### config.mk
export PLATFORM = sky130hd
export DESIGN_NAME = pipe_cla_adder
export DESIGN_NICKNAME = d
export VERILOG_FILES = /design/src/rtl/cla_pkg.sv /design/src/rtl/cla_group4.sv /design/src/rtl/pipe_cla_adder.sv
export SDC_FILE = /design/constraint.sdc
export NUM_CORES = 1
export LEC_CHECK = 0
export CORE_MARGIN = 1
export CORE_UTILIZATION = 42
export CTS_BUF_LIST = sky130_fd_sc_hd__clkbuf_8
export DETAILED_ROUTE_END_ITERATION = 10
export PLACE_DENSITY = 0.65
export SLEW_MARGIN = 20
export SYNTH_ARGS = -nofsm -noshare
export SYNTH_HDL_FRONTEND = slang
export SYNTH_HIERARCHICAL = 1
export SYNTH_SLANG_ARGS = --single-unit
### constraint.sdc
create_clock -name clk -period 4.99 [get_ports clk]
set_input_delay 0.998 -clock clk [delete_from_list [all_inputs] [get_ports clk]]
set_output_delay 0.998 -clock clk [all_outputs]
set_load 0.03 [all_outputs]
### src/rtl/cla_pkg.sv
// Shared constants and helpers for the pipelined carry-lookahead adder.
// Groups are always 4 bits wide; the group count follows from the operand width.
package cla_pkg;

    localparam int GROUP_W = 4;

    function automatic int num_groups(input int width);
        return width / GROUP_W;
    endfunction

    // Returns {group propagate, group generate} for one nibble pair.
    function automatic logic [1:0] group_pg(input logic [GROUP_W-1:0] a,
                                            input logic [GROUP_W-1:0] b);
        logic [GROUP_W-1:0] p;
        logic [GROUP_W-1:0] g;
        p = a | b;
        g = a & b;
        return {&p,
                g[3] | (p[3] & g[2]) | (p[3] & p[2] & g[1]) | (p[3] & p[2] & p[1] & g[0])};
    endfunction

endpackage

### src/rtl/cla_group4.sv
// One 4-bit carry-lookahead group: sum bits from the group carry-in plus the
// group propagate/generate pair used by the second-level lookahead.
module cla_group4
    import cla_pkg::*;
(
    input  logic [GROUP_W-1:0] i_a,
    input  logic [GROUP_W-1:0] i_b,
    input  logic               i_ci,
    output logic [GROUP_W-1:0] o_s,
    output logic               o_p,
    output logic               o_g
);

    logic [GROUP_W-1:0] w_p;
    logic [GROUP_W-1:0] w_g;
    logic [GROUP_W-1:0] w_c;

    assign w_p = i_a | i_b;
    assign w_g = i_a & i_b;

    // Flat in-group lookahead: every carry is two logic levels from the inputs.
    assign w_c[0] = i_ci;
    assign w_c[1] = w_g[0] | (w_p[0] & i_ci);
    assign w_c[2] = w_g[1] | (w_p[1] & w_g[0]) | (w_p[1] & w_p[0] & i_ci);
    assign w_c[3] = w_g[2] | (w_p[2] & w_g[1]) | (w_p[2] & w_p[1] & w_g[0])
                  | (w_p[2] & w_p[1] & w_p[0] & i_ci);

    assign o_s        = i_a ^ i_b ^ w_c;
    assign {o_p, o_g} = group_pg(i_a, i_b);

endmodule

### src/rtl/pipe_cla_adder.sv
// Two-stage valid/ready pipelined carry-lookahead adder.
// Define CLA_SUB_EN to make the sub input select a - b (two's complement).
module pipe_cla_adder
    import cla_pkg::*;
#(
    parameter int WIDTH = 16
) (
    input  logic             clk,
    input  logic             rst_n,
    input  logic             in_valid,
    output logic             in_ready,
    input  logic [WIDTH-1:0] a,
    input  logic [WIDTH-1:0] b,
    input  logic             cin,
    input  logic             sub,
    output logic             out_valid,
    input  logic             out_ready,
    output logic [WIDTH-1:0] sum,
    output logic             cout,
    output logic             ovf
);

    localparam int NG = num_groups(WIDTH);

    generate
        if ((WIDTH % GROUP_W) != 0 || WIDTH < 4 || WIDTH > 64) begin : g_width_check
            $error("pipe_cla_adder: WIDTH=%0d must be a multiple of 4 in 4..64", WIDTH);
        end
    endgenerate

    logic             r_s1_valid;
    logic [WIDTH-1:0] r_s1_a;
    logic [WIDTH-1:0] r_s1_b;
    logic             r_s1_cin;
    logic [NG-1:0]    r_s1_gp;
    logic [NG-1:0]    r_s1_gg;
    logic             r_out_valid;
    logic [WIDTH-1:0] r_sum;
    logic             r_cout;
    logic             r_ovf;

    logic [WIDTH-1:0] w_b_eff;
    logic             w_cin_eff;
    logic [NG-1:0]    w_in_gp;
    logic [NG-1:0]    w_in_gg;
    logic [NG:0]      w_gc;
    logic             w_term;
    logic [WIDTH-1:0] w_sum;
    logic             w_cout;
    logic             w_c_msb;
    logic             w_ovf;
    logic             w_in_fire;
    logic             w_s2_load;
    logic [NG-1:0]    w_s2_gp_unused;
    logic [NG-1:0]    w_s2_gg_unused;

`ifdef CLA_SUB_EN
    assign w_b_eff   = sub ? ~b : b;
    assign w_cin_eff = sub | cin;
`else
    logic w_sub_unused;
    assign w_sub_unused = sub;
    assign w_b_eff      = b;
    assign w_cin_eff    = cin;
`endif

    // Handshake: S1 frees up whenever it can move into S2 this cycle.
    assign w_s2_load = r_s1_valid && (!r_out_valid || out_ready);
    assign in_ready  = !r_s1_valid || !r_out_valid || out_ready;
    assign w_in_fire = in_valid && in_ready;

    generate
        for (genvar gi = 0; gi < NG; gi++) begin : g_in_pg
            assign {w_in_gp[gi], w_in_gg[gi]} =
                group_pg(a[gi*GROUP_W +: GROUP_W], w_b_eff[gi*GROUP_W +: GROUP_W]);
        end
    endgenerate

    // Second-level lookahead: each group carry is a flat sum of products over
    // the registered group P/G and the effective carry-in.
    always_comb begin
        w_gc   = '0;
        w_term = 1'b0;
        for (int j = 0; j <= NG; j++) begin
            w_term = r_s1_cin;
            for (int k = 0; k < j; k++) begin
                w_term = w_term & r_s1_gp[k];
            end
            w_gc[j] = w_term;
            for (int k = 0; k < j; k++) begin
                w_term = r_s1_gg[k];
                for (int m = k + 1; m < j; m++) begin
                    w_term = w_term & r_s1_gp[m];
                end
                w_gc[j] = w_gc[j] | w_term;
            end
        end
    end

    // The group adders also report P/G; the registered copy already feeds the lookahead.
    generate
        for (genvar gi = 0; gi < NG; gi++) begin : g_group
            cla_group4 u_group (
                .i_a  (r_s1_a[gi*GROUP_W +: GROUP_W]),
                .i_b  (r_s1_b[gi*GROUP_W +: GROUP_W]),
                .i_ci (w_gc[gi]),
                .o_s  (w_sum[gi*GROUP_W +: GROUP_W]),
                .o_p  (w_s2_gp_unused[gi]),
                .o_g  (w_s2_gg_unused[gi])
            );
        end
    endgenerate

    assign w_cout  = w_gc[NG];
    assign w_c_msb = r_s1_a[WIDTH-1] ^ r_s1_b[WIDTH-1] ^ w_sum[WIDTH-1];
    assign w_ovf   = w_c_msb ^ w_cout;

    always_ff @(posedge clk or negedge rst_n) begin
        if (!rst_n) begin
            r_s1_valid  <= 1'b0;
            r_s1_a      <= '0;
            r_s1_b      <= '0;
            r_s1_cin    <= 1'b0;
            r_s1_gp     <= '0;
            r_s1_gg     <= '0;
            r_out_valid <= 1'b0;
            r_sum       <= '0;
            r_cout      <= 1'b0;
            r_ovf       <= 1'b0;
        end else begin
            if (w_in_fire) begin
                r_s1_valid <= 1'b1;
                r_s1_a     <= a;
                r_s1_b     <= w_b_eff;
                r_s1_cin   <= w_cin_eff;
                r_s1_gp    <= w_in_gp;
                r_s1_gg    <= w_in_gg;
            end else if (w_s2_load) begin
                r_s1_valid <= 1'b0;
            end

            if (w_s2_load) begin
                r_out_valid <= 1'b1;
                r_sum       <= w_sum;
                r_cout      <= w_cout;
                r_ovf       <= w_ovf;
            end else if (out_ready) begin
                r_out_valid <= 1'b0;
            end
        end
    end

    assign out_valid = r_out_valid;
    assign sum       = r_sum;
    assign cout      = r_cout;
    assign ovf       = r_ovf;

endmodule

==> impl_metrics.yaml <==
critical_path:
  cpPeakStageDelay_ps: 670
  worstPathArrival_ps: 2290
  crit_slowest_cell: "clkdlybuf4s50_1"
  crit_top_cell: "clkdlybuf4s50_1"
  cp_max_fo: 3
  path_cells: "clkdlybuf4s50_1 -> nand3b_4 -> clkdlybuf4s50_1"
  critPathKind: "input pin to output port"
  cp-start-kind: "input pin"
  required_ps: 3990
  critPathCaptureType: "output port"
synthesis:
  synth_nets: 378
  avgSynthCellArea_um2: 11.4
  yosys_warnings: 6
  netlist_instances: 304
  syn_area_um2: 3480
sta:
  tightest_slew_ps: 1010
  rsz0062_at_grt: "false"
  setup_ws_ps: 1700
  slew-limit-headroom: 0.327
  finalSetupViolations: 0
  fmax_ghz: 0.304
  skew_ps: 9.78
  fin_crit_sh: 0.659
  hold_viol: 0
  tns_ps: 0
  whs_ps: 483
  finalMaxSlewViolations: 0
  period_minus_slack_ps: 3290
layout:
  num-fill-cells: 716
  layoutNonFillerInstCount: 472
  final_cell_mix: "dfrtp_1 (61), clkdlybuf4s50_1 (55), inv_1 (49), mux2_2 (48), ha_1 (32)"
  diodes: 0
  nNetsFinal: 439
  regArea_um2: 1530
  layout-drive-gt1-share: 0.197
  multiInputGateArea_um2: 1700
  layout_commonest_cell: "dfrtp_1"
  syn_to_final_growth_pct: 23.3
drt:
  num_vias: 2302
  drtIter0Drc: 73
  wl_per_cell_um: 12.8
  via_per_inst: 4.88
  drc_errors: 0
  totalWireLength_um: 6050
  ant_nets: 0
  drt_pass1_iterations: 4
floorplan:
  die_h_um: 93.0
  num_rows: 32
  die_area_um2: 8650
  start_util: 0.443
  core_um2: 7850
  die_x_um: 93.0
  io_pins: 58
global_routing:
  grt_pass1_wl_um: 10400
  grt_util_all_layers: 0.157
  antenna_found_initial: 0
  grt_max_degree: 62
  first_global_vias: 2273
  overflow: 0
min_path:
  holdCritPathClass: "flop to flop"
clock_network:
  cts_tree: "done"
  post_cts_resized: 0
  clkSlewWorstSetupHoldPaths_ps: 60
  insertion_delay_ps: 340
  cts_root_buf: "clkbuf_8"
  cts_sinks: 61
  h-tree-depth: 3
  post-cts-setup-buffers: 0
  hold_buffers: 0
  clk_path_buf_depth: 2
  cts_buffers: 9
pwr:
  cellPowerDensity_nw_per_um2: 435
  irDropWorstVdd_mv: 0.193
  totalPowerFinal_mw: 1.87
  power.leakage_nw: 2.01
placement:
  place_hpwl_um: 4290
  io_buffers: 56
  dp_slack_ps: 1710
  place_congestion: 0.778
  dp.cells: 456
status:
  status: "completed"
run:
  maxCapViolCount: 0
## layout make-up
cell class	instances	area share
sequential	61	0.356
tap	102	0.0298
timing repair buffer	57	0.131
inverter	48	0.0420
clock buffer	10	0.0321
multi-input combinational	188	0.396
clock inverter	6	0.0125
## worst max-delay path: cells and delay by family
kind          cells  cell delay, ps
buf+inv           2            1150
simple gates      1             150
## through the flow
stage / utilization / cell area (um2)
floorplan: - / 3480
global placement: 0.522 / 4100
detailed placement: 0.522 / 4100
CTS: 0.546 / 4290
global route: 0.546 / 4290
finish: 0.546 / 4290
## registers in the layout (all words and copies together) (netlist names)
| signal | count |
|---|---|
| r_s1_a | 16 |
| r_s1_b | 16 |
| sum | 16 |
| r_s1_gg | 4 |
| r_s1_gp | 4 |
| cout | 1 |
| out_valid | 1 |
| ovf | 1 |
| r_s1_cin | 1 |
| r_s1_valid | 1 |
## metal layers
| layer | wire [um] | vias up | track usage |
|---|---|---|---|
| met5 | 0 | - | 0 |
| met4 | 103 | 0 | 0.0654 |
| met3 | 203 | 10 | 0.0390 |
| met2 | 2930 | 40 | 0.261 |
| met1 | 2810 | 1110 | 0.195 |
| li1 | - | 1142 | - |
## final timing paths
check                           start         end  slack (ps)  cells past startpoint
setup / recovery            out_ready    in_ready        1700                      3
hold / removal             r_s1_gg[3]  r_s1_gg[3]         480                      2
setup reg to reg             r_s1_cin         ovf        2620                      9
hold reg to reg            r_s1_gg[3]  r_s1_gg[3]         480                      2
max in group asynchronous       rst_n   r_s1_a[6]        3650                      2
min in group asynchronous       rst_n      sum[0]         820                      2
## power by group
part           switching, mW  total, mW  internal (mW)
logic                  0.374      0.745          0.371
clock network          0.189      0.428          0.239
registers             0.0757      0.694          0.618
total                  0.639       1.87           1.23
(Power assumes the default switching activity.)
